--- config.mk ---
export PLATFORM = sky130hd
export DESIGN_NAME = dog_keypoint_detect
export DESIGN_NICKNAME = d
export VERILOG_FILES = /design/src/rtl/sift_pkg.sv /design/src/rtl/extremum_compare.sv /design/src/rtl/dog_keypoint_detect.sv
export SDC_FILE = /design/constraint.sdc
export NUM_CORES = 1
export LEC_CHECK = 0
export BUFFER_PORTS_ARGS = -buffer_cell sky130_fd_sc_hd__buf_2
export CAP_MARGIN = 30
export CORE_UTILIZATION = 43
export CTS_BUF_LIST = sky130_fd_sc_hd__clkbuf_4
export CTS_CLUSTER_SIZE = 25
export DETAILED_ROUTE_END_ITERATION = 12
export PLACE_DENSITY = 0.71
export SLEW_MARGIN = 20
export SYNTH_ARGS = -nofsm -noshare
export SYNTH_HDL_FRONTEND = slang
export SYNTH_SLANG_ARGS = --single-unit
--- constraint.sdc ---
create_clock -name clk -period 5.2 [get_ports clk]
set_clock_uncertainty 0.1 [all_clocks]
set_input_delay 1.04 -clock clk [delete_from_list [all_inputs] [get_ports clk]]
set_output_delay 1.04 -clock clk [all_outputs]
set_load 0.02 [all_outputs]
--- src/rtl/sift_pkg.sv ---
// Shared types and constants for the DoG keypoint scanner.
package sift_pkg;

    // Signed DoG sample width
    localparam int unsigned DOG_W       = 9;
    localparam int unsigned NUM_OFFSETS = 9;

    typedef enum logic [2:0] {
        IDLE,
        ISSUE,
        DRAIN,
        DECIDE,
        WRITE,
        NEXT,
        FINISH
    } state_e;

    // Neighbour offsets as 2-bit signed values, entry k at bits [2k+1:2k].
    // Entry 0 is the centre so the centre sample returns first.
    localparam logic [NUM_OFFSETS-1:0][1:0] OFFSET_DX = {
        2'b01, 2'b00, 2'b11, 2'b01, 2'b11, 2'b01, 2'b00, 2'b11, 2'b00
    };
    localparam logic [NUM_OFFSETS-1:0][1:0] OFFSET_DY = {
        2'b01, 2'b01, 2'b01, 2'b00, 2'b00, 2'b11, 2'b11, 2'b11, 2'b00
    };

    // Pack {y,x} with x in the low coord_w bits; caller truncates to its width
    function automatic logic [31:0] pack_yx(input logic [15:0] y, input logic [15:0] x,
                                            input int unsigned coord_w);
        return (32'(y) << coord_w) | 32'(x);
    endfunction

endpackage

--- src/rtl/extremum_compare.sv ---
// Accumulates strict local-max / local-min flags for one centre pixel.
module extremum_compare
    import sift_pkg::*;
(
    input  logic                    clk_i,
    input  logic                    rst_ni,
    input  logic                    clear_i,
    input  logic                    valid_i,
    input  logic [3:0]              tag_i,
    input  logic signed [DOG_W-1:0] above_i,
    input  logic signed [DOG_W-1:0] mid_i,
    input  logic signed [DOG_W-1:0] below_i,
    output logic signed [DOG_W-1:0] centre_o,
    output logic                    is_max_o,
    output logic                    is_min_o
);

    logic signed [DOG_W-1:0] centre_q, centre_d;
    logic                    is_max_q, is_max_d;
    logic                    is_min_q, is_min_d;

    // Next-state: tag 0 latches the centre, later tags compare all three layers
    always_comb begin
        centre_d = centre_q;
        is_max_d = is_max_q;
        is_min_d = is_min_q;
        if (clear_i) begin
            centre_d = '0;
            is_max_d = 1'b1;
            is_min_d = 1'b1;
        end else if (valid_i) begin
            if (tag_i == 4'd0) begin
                // The centre's own mid sample is not a neighbour
                centre_d = mid_i;
                is_max_d = (mid_i > above_i) && (mid_i > below_i);
                is_min_d = (mid_i < above_i) && (mid_i < below_i);
            end else begin
                is_max_d = is_max_q && (centre_q > above_i) && (centre_q > mid_i) &&
                           (centre_q > below_i);
                is_min_d = is_min_q && (centre_q < above_i) && (centre_q < mid_i) &&
                           (centre_q < below_i);
            end
        end
    end

    // State registers
    always_ff @(posedge clk_i or negedge rst_ni) begin
        if (!rst_ni) begin
            centre_q <= '0;
            is_max_q <= 1'b1;
            is_min_q <= 1'b1;
        end else begin
            centre_q <= centre_d;
            is_max_q <= is_max_d;
            is_min_q <= is_min_d;
        end
    end

    assign centre_o = centre_q;
    assign is_max_o = is_max_q;
    assign is_min_o = is_min_q;

endmodule

--- src/rtl/dog_keypoint_detect.sv ---
// Scans interior pixels of the middle DoG layer and records 26-neighbour extrema.
module dog_keypoint_detect
    import sift_pkg::*;
#(
    parameter int unsigned DIMENSION       = 64,
    parameter int unsigned READ_LATENCY    = 2,
    parameter int unsigned CONTRAST_THRESH = 8,
    parameter int unsigned MAX_KEYPOINTS   = 256
) (
    input  logic                                    clk,
    input  logic                                    rst_in_n,
    input  logic                                    start,
    input  logic signed [DOG_W-1:0]                 above_pix,
    input  logic signed [DOG_W-1:0]                 mid_pix,
    input  logic signed [DOG_W-1:0]                 below_pix,
    output logic [$clog2(DIMENSION*DIMENSION)-1:0]  address,
    output logic                                    busy,
    output logic                                    done,
    output logic [$clog2(MAX_KEYPOINTS)-1:0]        kp_addr,
    output logic [2*$clog2(DIMENSION)-1:0]          kp_data,
    output logic                                    kp_wea,
    output logic [$clog2(MAX_KEYPOINTS):0]          kp_count,
    output logic                                    overflow
);

    localparam int unsigned ADDR_W    = $clog2(DIMENSION * DIMENSION);
    localparam int unsigned COORD_W   = $clog2(DIMENSION);
    localparam int unsigned KP_ADDR_W = $clog2(MAX_KEYPOINTS);
    localparam int unsigned KP_CNT_W  = KP_ADDR_W + 1;
    localparam int unsigned KP_DATA_W = 2 * COORD_W;
    localparam int unsigned MAG_W     = DOG_W + 1;

    state_e                 state_q, state_d;
    logic [COORD_W-1:0]     x_q, x_d, y_q, y_d;
    logic [3:0]             cnt_q, cnt_d;
    logic [ADDR_W-1:0]      address_q, address_d;
    logic                   busy_q, busy_d;
    logic                   done_q, done_d;
    logic                   kp_wea_q, kp_wea_d;
    logic [KP_ADDR_W-1:0]   kp_addr_q, kp_addr_d;
    logic [KP_DATA_W-1:0]   kp_data_q, kp_data_d;
    logic [KP_CNT_W-1:0]    kp_count_q, kp_count_d;
    logic                   overflow_q, overflow_d;
    logic                   scan_clear;

    // Tag pipeline aligned with BRAM latency; stage 0 follows the issued address
    logic [READ_LATENCY-1:0]      vld_q, vld_d;
    logic [READ_LATENCY-1:0][3:0] tag_q, tag_d;

    logic signed [DOG_W-1:0] centre;
    logic                    is_max, is_min;
    logic signed [MAG_W-1:0] centre_ext;
    logic [MAG_W-1:0]        centre_mag;
    logic                    kp_found;

    // Linear address of neighbour k around (x,y); centres are interior so no underflow
    function automatic logic [ADDR_W-1:0] pix_addr(input logic [COORD_W-1:0] x,
                                                   input logic [COORD_W-1:0] y,
                                                   input logic [3:0] k);
        int ax;
        int ay;
        ax = int'(x) + int'($signed(OFFSET_DX[k]));
        ay = int'(y) + int'($signed(OFFSET_DY[k]));
        return ADDR_W'(ay * int'(DIMENSION) + ax);
    endfunction

    extremum_compare u_extremum_compare (
        .clk_i    (clk),
        .rst_ni   (rst_in_n),
        .clear_i  (scan_clear),
        .valid_i  (vld_q[READ_LATENCY-1]),
        .tag_i    (tag_q[READ_LATENCY-1]),
        .above_i  (above_pix),
        .mid_i    (mid_pix),
        .below_i  (below_pix),
        .centre_o (centre),
        .is_max_o (is_max),
        .is_min_o (is_min)
    );

    // Magnitude is one bit wider so -256 maps to +256
    assign centre_ext = {centre[DOG_W-1], centre};
    assign centre_mag = centre[DOG_W-1] ? MAG_W'(-centre_ext) : MAG_W'(centre_ext);
    assign kp_found   = (is_max || is_min) && (centre_mag >= MAG_W'(CONTRAST_THRESH));

    // Issue tag shift register
    always_comb begin
        vld_d    = vld_q;
        tag_d    = tag_q;
        vld_d[0] = (state_q == ISSUE);
        tag_d[0] = cnt_q;
        for (int i = 1; i < int'(READ_LATENCY); i++) begin
            vld_d[i] = vld_q[i-1];
            tag_d[i] = tag_q[i-1];
        end
    end

    // Scan FSM next-state; address is precomputed one step ahead so it is registered
    always_comb begin
        state_d    = state_q;
        x_d        = x_q;
        y_d        = y_q;
        cnt_d      = cnt_q;
        address_d  = address_q;
        busy_d     = busy_q;
        done_d     = 1'b0;
        kp_wea_d   = 1'b0;
        kp_addr_d  = kp_addr_q;
        kp_data_d  = kp_data_q;
        kp_count_d = kp_count_q;
        overflow_d = overflow_q;
        scan_clear = 1'b0;
        unique case (state_q)
            IDLE: begin
                if (start) begin
                    kp_count_d = '0;
                    overflow_d = 1'b0;
                    x_d        = COORD_W'(1);
                    y_d        = COORD_W'(1);
                    busy_d     = 1'b1;
                    cnt_d      = 4'd0;
                    address_d  = pix_addr(COORD_W'(1), COORD_W'(1), 4'd0);
                    scan_clear = 1'b1;
                    state_d    = ISSUE;
                end
            end
            ISSUE: begin
                if (cnt_q == 4'(NUM_OFFSETS - 1)) begin
                    cnt_d   = 4'd0;
                    state_d = DRAIN;
                end else begin
                    cnt_d     = cnt_q + 4'd1;
                    address_d = pix_addr(x_q, y_q, cnt_q + 4'd1);
                end
            end
            DRAIN: begin
                if (cnt_q == 4'(READ_LATENCY - 1)) begin
                    cnt_d   = 4'd0;
                    state_d = DECIDE;
                end else begin
                    cnt_d = cnt_q + 4'd1;
                end
            end
            DECIDE: begin
                if (kp_found) begin
                    state_d = WRITE;
                    if (kp_count_q < KP_CNT_W'(MAX_KEYPOINTS)) begin
                        kp_wea_d  = 1'b1;
                        kp_addr_d = kp_count_q[KP_ADDR_W-1:0];
                        kp_data_d = KP_DATA_W'(pack_yx(16'(y_q), 16'(x_q), COORD_W));
                    end else begin
                        overflow_d = 1'b1;
                    end
                end else begin
                    state_d = NEXT;
                end
            end
            WRITE: begin
                if (kp_wea_q) begin
                    kp_count_d = kp_count_q + 1'b1;
                end
                state_d = NEXT;
            end
            NEXT: begin
                if (x_q == COORD_W'(DIMENSION - 2)) begin
                    x_d = COORD_W'(1);
                    if (y_q == COORD_W'(DIMENSION - 2)) begin
                        done_d  = 1'b1;
                        busy_d  = 1'b0;
                        state_d = FINISH;
                    end else begin
                        y_d = y_q + 1'b1;
                    end
                end else begin
                    x_d = x_q + 1'b1;
                end
                if (state_d != FINISH) begin
                    address_d  = pix_addr(x_d, y_d, 4'd0);
                    scan_clear = 1'b1;
                    state_d    = ISSUE;
                end
            end
            FINISH: begin
                state_d = IDLE;
            end
            default: begin
                state_d = IDLE;
            end
        endcase
    end

    // FSM and output registers
    always_ff @(posedge clk or negedge rst_in_n) begin
        if (!rst_in_n) begin
            state_q    <= IDLE;
            x_q        <= '0;
            y_q        <= '0;
            cnt_q      <= '0;
            address_q  <= '0;
            busy_q     <= 1'b0;
            done_q     <= 1'b0;
            kp_wea_q   <= 1'b0;
            kp_addr_q  <= '0;
            kp_data_q  <= '0;
            kp_count_q <= '0;
            overflow_q <= 1'b0;
        end else begin
            state_q    <= state_d;
            x_q        <= x_d;
            y_q        <= y_d;
            cnt_q      <= cnt_d;
            address_q  <= address_d;
            busy_q     <= busy_d;
            done_q     <= done_d;
            kp_wea_q   <= kp_wea_d;
            kp_addr_q  <= kp_addr_d;
            kp_data_q  <= kp_data_d;
            kp_count_q <= kp_count_d;
            overflow_q <= overflow_d;
        end
    end

    // Read-tag pipeline registers
    always_ff @(posedge clk or negedge rst_in_n) begin
        if (!rst_in_n) begin
            vld_q <= '0;
            tag_q <= '0;
        end else begin
            vld_q <= vld_d;
            tag_q <= tag_d;
        end
    end

    assign address  = address_q;
    assign busy     = busy_q;
    assign done     = done_q;
    assign kp_wea   = kp_wea_q;
    assign kp_addr  = kp_addr_q;
    assign kp_data  = kp_data_q;
    assign kp_count = kp_count_q;
    assign overflow = overflow_q;

endmodule

## Word level (Yosys, flattened, before mapping)

Memories as Yosys holds them, arrays and structs flattened.
Cells that the tools add are included.

- Flip-flop bits (word level): 85
- Memory bits (read-only): 64
- Output and inout port bits: 45
- Word-level logic and storage cells: 148
- Memories kept: 2

- $add $sub $neg: 9
- Order comparisons: 13
- Equal/unequal tests: 20
- Mux-type cells: 57
- Bitwise gates (word level): 1
- Reductions and logical operators: 28

Memory list:

| name | words | bits a word | rd ports | clocked after Yosys merged registers in | wr ports | RTL line | RTL |
|---|---|---|---|---|---|---|---|
| (name not given) | 16 | 2 | 1 | 0 | 0 | dog_keypoint_detect.sv:63 | `ay = int'(y) + int'($signed(OFFSET_DY[k]));` |
| (name not given) | 16 | 2 | 1 | 0 | 0 | dog_keypoint_detect.sv:62 | `ax = int'(x) + int'($signed(OFFSET_DX[k]));` |

Operators with widths:

| kind | number |
|---|---|
| $gt 9x9->1 | 5 |
| $lt 9x9->1 | 5 |
| $mux 9 | 5 |
| $mux 12 | 3 |
| $mux 6 | 6 |
| $pmux 12 s3 | 1 |
| $pmux 6 s2 | 2 |
| $mux 1 | 21 |
| $mux 3 | 7 |
| $ne 2x2->1 const B | 9 |
| $pmux 3 s6 | 1 |
| $pmux 9 s2 | 1 |
| $add 12x6->12 | 1 |
| $add 12x8->12 | 1 |
| $add 6x1->6 const B | 2 |
| $eq 6x6->1 const B | 2 |
| $mux 4 | 3 |
| $or 12x6->12 | 1 |
| $pmux 4 s3 | 1 |
| $reduce_and 4->1 | 3 |
| $ge 10x4->1 const B | 1 |
| $mux 10 | 1 |
| $neg 9->10 | 1 |
| $reduce_bool 2->1 | 5 |
| other kinds (22) | 40 |

## Depth between registers and ports, before layout

- Depth after elaboration: 9
- Gate-level depth with buffers: 20

## Hierarchy

From an unflattened synthesis, not the netlist that was laid out.

- Cell total of the unflattened synthesis: 680
- Area total of the unflattened synthesis: 5,900.7 µm²

Modules (own cells, without submodules):

| module | instances | cells each | area an instance (µm²) | seq. area each (µm²) |
|---|---|---|---|---|
| dog_keypoint_detect | 1 | 479 | 4,290.4 | 1,851.8 |
| extremum_compare | 1 | 201 | 1,610.3 | 277.8 |

## Worst setup path after synthesis

Ideal clock, no wire load.

- Path kind: register -> register
- Start point: register cnt_q[0]
- End point: register address_q[11], in the netlist address[11]
- Library setup time: 0.124 ns
- Arrival time: 3.537 ns
- Required time: 4.976 ns
- Slack: 1.439 ns
- Cell stages (with the launch flop): 21
- Cells stage by stage: dfrtp_1 > buf_2 > inv_1 > ha_1 > nor2_1 > a21oi_1 > a21oi_1 > a21oi_1 > o22a_1 > ha_1 > ha_1 > nor3_1 > a21oi_1 > xnor2_1 > ha_1 > a21o_1 > a41oi_1 > o21bai_1 > a21oi_1 > xor2_1 > o21ai_1

- Cells in the longest elaborated chain, start to end: 7

Ends and longest elaborated chain:

| item | RTL line | RTL |
|---|---|---|
| start: declaration | dog_keypoint_detect.sv:35 | `logic [3:0] cnt_q, cnt_d;` |
| start signal: assignment | dog_keypoint_detect.sv:211 | `cnt_q <= cnt_d;` |
| $add 4x1->4 | dog_keypoint_detect.sv:133 | `address_d = pix_addr(x_q, y_q, cnt_q + 4'd1);` |
| $mem_v2 16x2 (on tied branches) | -- |  |
| $mux 2 (on tied branches) | dog_keypoint_detect.sv:62, dog_keypoint_detect.sv:63 |  |
| $add 7x2->8 or $add 6x2->6 (tied branches) | dog_keypoint_detect.sv:62, dog_keypoint_detect.sv:63 |  |
| $add 12x8->12 | dog_keypoint_detect.sv:64 | `return ADDR_W'(ay * int'(DIMENSION) + ax);` |
| $mux 12 | dog_keypoint_detect.sv:128 | `if (cnt_q == 4'(NUM_OFFSETS - 1)) begin` |
| $pmux 12 s3 | dog_keypoint_detect.sv:113 | `unique case (state_q)` |
| end signal: assignment | dog_keypoint_detect.sv:212 | `address_q <= address_d;` |
| end: declaration | dog_keypoint_detect.sv:36 | `logic [ADDR_W-1:0] address_q, address_d;` |

Parallel ways exist; a longest one is shown, timed or not. The select of a mux whose other input is x is not followed.
A chain may end at the register's enable or synchronous reset.

## Final worst setup path

Ends and elaborated chain as after synthesis.

==> run_results.csv <==
group,metric,value,unit
run_status,status,"finished, final reports clean",
power,p_leak,3.28,nW
yosys,synth-main-ff-cell,"dfrtp_1",
clocking,cts_buffer_depth,2,
sta,finalCritPeriodShare,83.0,%
setup_path,cp_max_fo,15,
setup_path,critPathArrivalTime,4.58,ns
clocking,cts_tree,"done",
yosys,syn_area,5870,um2
place,finalWeightedCongestion,0.925,
global_route,grt_overflow,0,
global_route,grt_pass1_vias,5067,
cells_and_area,multi_input_comb_area,3430,um2
yosys,syn_inst,648,
clocking,postCtsSetupBuffers,0,
sta,finalSetupViolations,0,
setup_path,critPathCaptureType,"flip-flop",
sta,slew_headroom,34.3,%
cells_and_area,area_delta_synth_final,11.6,%
clocking,htreeDepth,3,
yosys,ys_ff_latch,85,
yosys,syn_nets,748,
global_route,grt_antenna_before_repair,0,
setup_path,crit_required,5.47,ns
power,ir_worst_vdd,0.000323,V
place,hpwl,10.9,mm
yosys,synth_cell_types,66,
clocking,cts_resized,0,
yosys,synth_edf_count,0,
sta,max_freq,0.232,GHz
floorplan,ioPinCount,75,
hold_path,hold_class,"reg2reg",
floorplan,die_w,119,um
clocking,clkTransAtPathRegs,0.15,ns
routing,first_pass_iters,5,
routing,viasPerCell,5.60,
sta,finalHoldViolations,0,
global_route,grt_first_pass_wirelength,24.2,mm
sta,timing_worst_slew_pin_value,0.982,ns
floorplan,core-area,13300,um2
routing,routed_wirelength,14.3,mm
global_route,grt_max_degree,49,
setup_path,worstSetupPathType,"reg2reg",
sta,min_period,4.32,ns
setup_path,crit_path_start_kind,"flip-flop",
routing,drc,0,
routing,drt-initial-drc-count,232,
floorplan,start_util,44.1,%
sta,rsz0062_at_grt,"false",
place,port_buffers,74,
cells_and_area,seq_area,2130,um2
yosys,avgSynthCellArea,9.06,um2
cells_and_area,num-nets-final,811,
sta,tns,0,ns
clocking,postCtsHoldBufs,0,
global_route,grt_util_all_layers,21.5,%
yosys,yosysSeqAreaShare,36.3,%
clocking,ctsRootBufferMaster,"clkbuf_4",
cells_and_area,num_antenna_cells,0,
yosys,synth_area_leaders,"dfrtp_1, ha_1, a21oi_1",
yosys,yosysTopAreaCell,"dfrtp_1",
cells_and_area,layout_commonest_cell,"dfrtp_1",
yosys,async_flop_share,100,%
routing,post_drt_wl_per_cell,16.0,um
floorplan,rows,42,
power,finalPower,3.57,mW
yosys,yosys.area.top_type_share,35.4,%
cells_and_area,fill_cells,1239,
sta,drv_slew,0,
routing,antenna_left,0,
routing,dr_total_vias,4996,
floorplan,fp.dieH,119,um
job,max_cap_viol_count,0,
cells_and_area,drive_gt1_share,17.9,%
power,power_density,545,nW/um2
clocking,numCtsBuffers,9,
yosys,synth_warnings,0,
clocking,cts.sinks,85,
clocking,clock_latency,0.46,ns
cells_and_area,final_cell_mix,"dfrtp_1, buf_2, ha_1, nor2_1",
floorplan,design.die.area,14100,um2
cells in the mapped netlist, drive strengths merged (3+ instances only):
cell / instances
dfrtp: 83
ha: 69
nor2: 58
a21oi: 53
inv: 52
nand2: 50
o21ai: 34
mux2: 22
nand3: 21
nand4: 17
xor2: 16
clkbuf: 15
xnor2: 14
a21o: 13
buf: 11
nand2b: 8
nor2b: 8
o31ai: 8
nor3: 7
nor4: 7
a211oi: 6
o21a: 6
a211o: 5
or3: 5
a22o: 4
a31oi: 4
or2: 4
a221oi: 3
a41oi: 3
mux2i: 3
o211ai: 3
o21bai: 3
through the flow:
stage / setup slack (ns) / hold slack (ns) / util [%] / cell area [um2] / cells
4_1_cts: 0.942 / 0.266 / 49.2 / 6540 / 891
3_5_place_dp: 0.965 / 0.235 / 48.1 / 6390 / 875
3_3_place_gp: 1.18 / 0.233 / 47.8 / 6350 / 873
5_1_grt: 0.517 / 0.271 / 49.3 / 6550 / 892
6_report: 0.884 / 0.265 / 49.3 / 6550 / 892
2_1_floorplan: 1.44 / 0.231 / - / 5870 / 648
cell type report:
type                            instances  area share (%)
Timing Repair Buffer                   78            6.57
Tap cell                              176            3.36
Inverter                               52            2.98
Multi-Input combinational cell        485            52.3
Clock buffer                            9            1.03
Sequential cell                        85            32.5
Clock inverter                          7            1.22
per-layer routing:
layer	track usage, %	wire (um)
met2	35.4	6770
met3	3.78	614
met4	8.07	349
met5	0	0
met1	28.3	6580
registers in the layout, indices dropped and copies added (netlist names), 3 cells and up:
signal	cells
address	12
cnt_q	4
kp_addr	8
kp_count	9
kp_data	12
state_q	3
tag_d	4
tag_q	4
u_extremum_compare.centre_o	9
x_q	6
y_q	6
cells by family (layout without fill, tap and decap cells):
logic type,count (synthesis),after routing,share of synthesized area (%)
flops,85,85,36.3
buf+inv,78,146,5.37
compound gates,159,159,17.2
xor+xnor,30,30,4.48
fa+ha+maj,70,70,15.1
simple gates,201,201,16.8
mux,25,25,4.73
path summary, 6_finish.rpt:
path                                      start                                      end  slack, ns  depth (start not counted)
setup / recovery           cnt_q[0]$_DFFE_PN0P_                  address[11]$_DFFE_PN0P_       0.88                         19
max in group asynchronous              rst_in_n  u_extremum_compare.is_min_o$_DFFE_PN1P_       3.90                          2
setup reg to reg           cnt_q[0]$_DFFE_PN0P_                  address[11]$_DFFE_PN0P_       0.88                         19
hold / removal               tag_d[7]$_DFF_PN0_                       tag_q[7]$_DFF_PN0_       0.26                          0
hold reg to reg              tag_d[7]$_DFF_PN0_                       tag_q[7]$_DFF_PN0_       0.26                          0
min in group asynchronous              rst_in_n                   kp_addr[7]$_DFFE_PN0P_       0.42                          1
power by group:
group,switching [mW],leakage [nW],internal (mW)
clock,0.255,0.0805,0.153
combinational,1.21,2.09,0.901
sequential,0.209,1.11,0.845
worst max-delay path, stage by stage (launching register included):
cell and delay (ns):
dfrtp_1 0.64, ha_1 0.53, inv_1 0.16, nor2_1 0.12, a21oi_1 0.05, nor2_1 0.09, a21oi_1 0.05, o22a_1 0.22
ha_1 0.22, ha_1 0.23, nor3_1 0.24, a21oi_1 0.09, xnor2_1 0.16, ha_1 0.34, a21o_1 0.20, a41oi_1 0.25
o21bai_1 0.10, a21oi_1 0.19, xor2_1 0.17, o21ai_1 0.08
(Power assumes the default switching activity.)
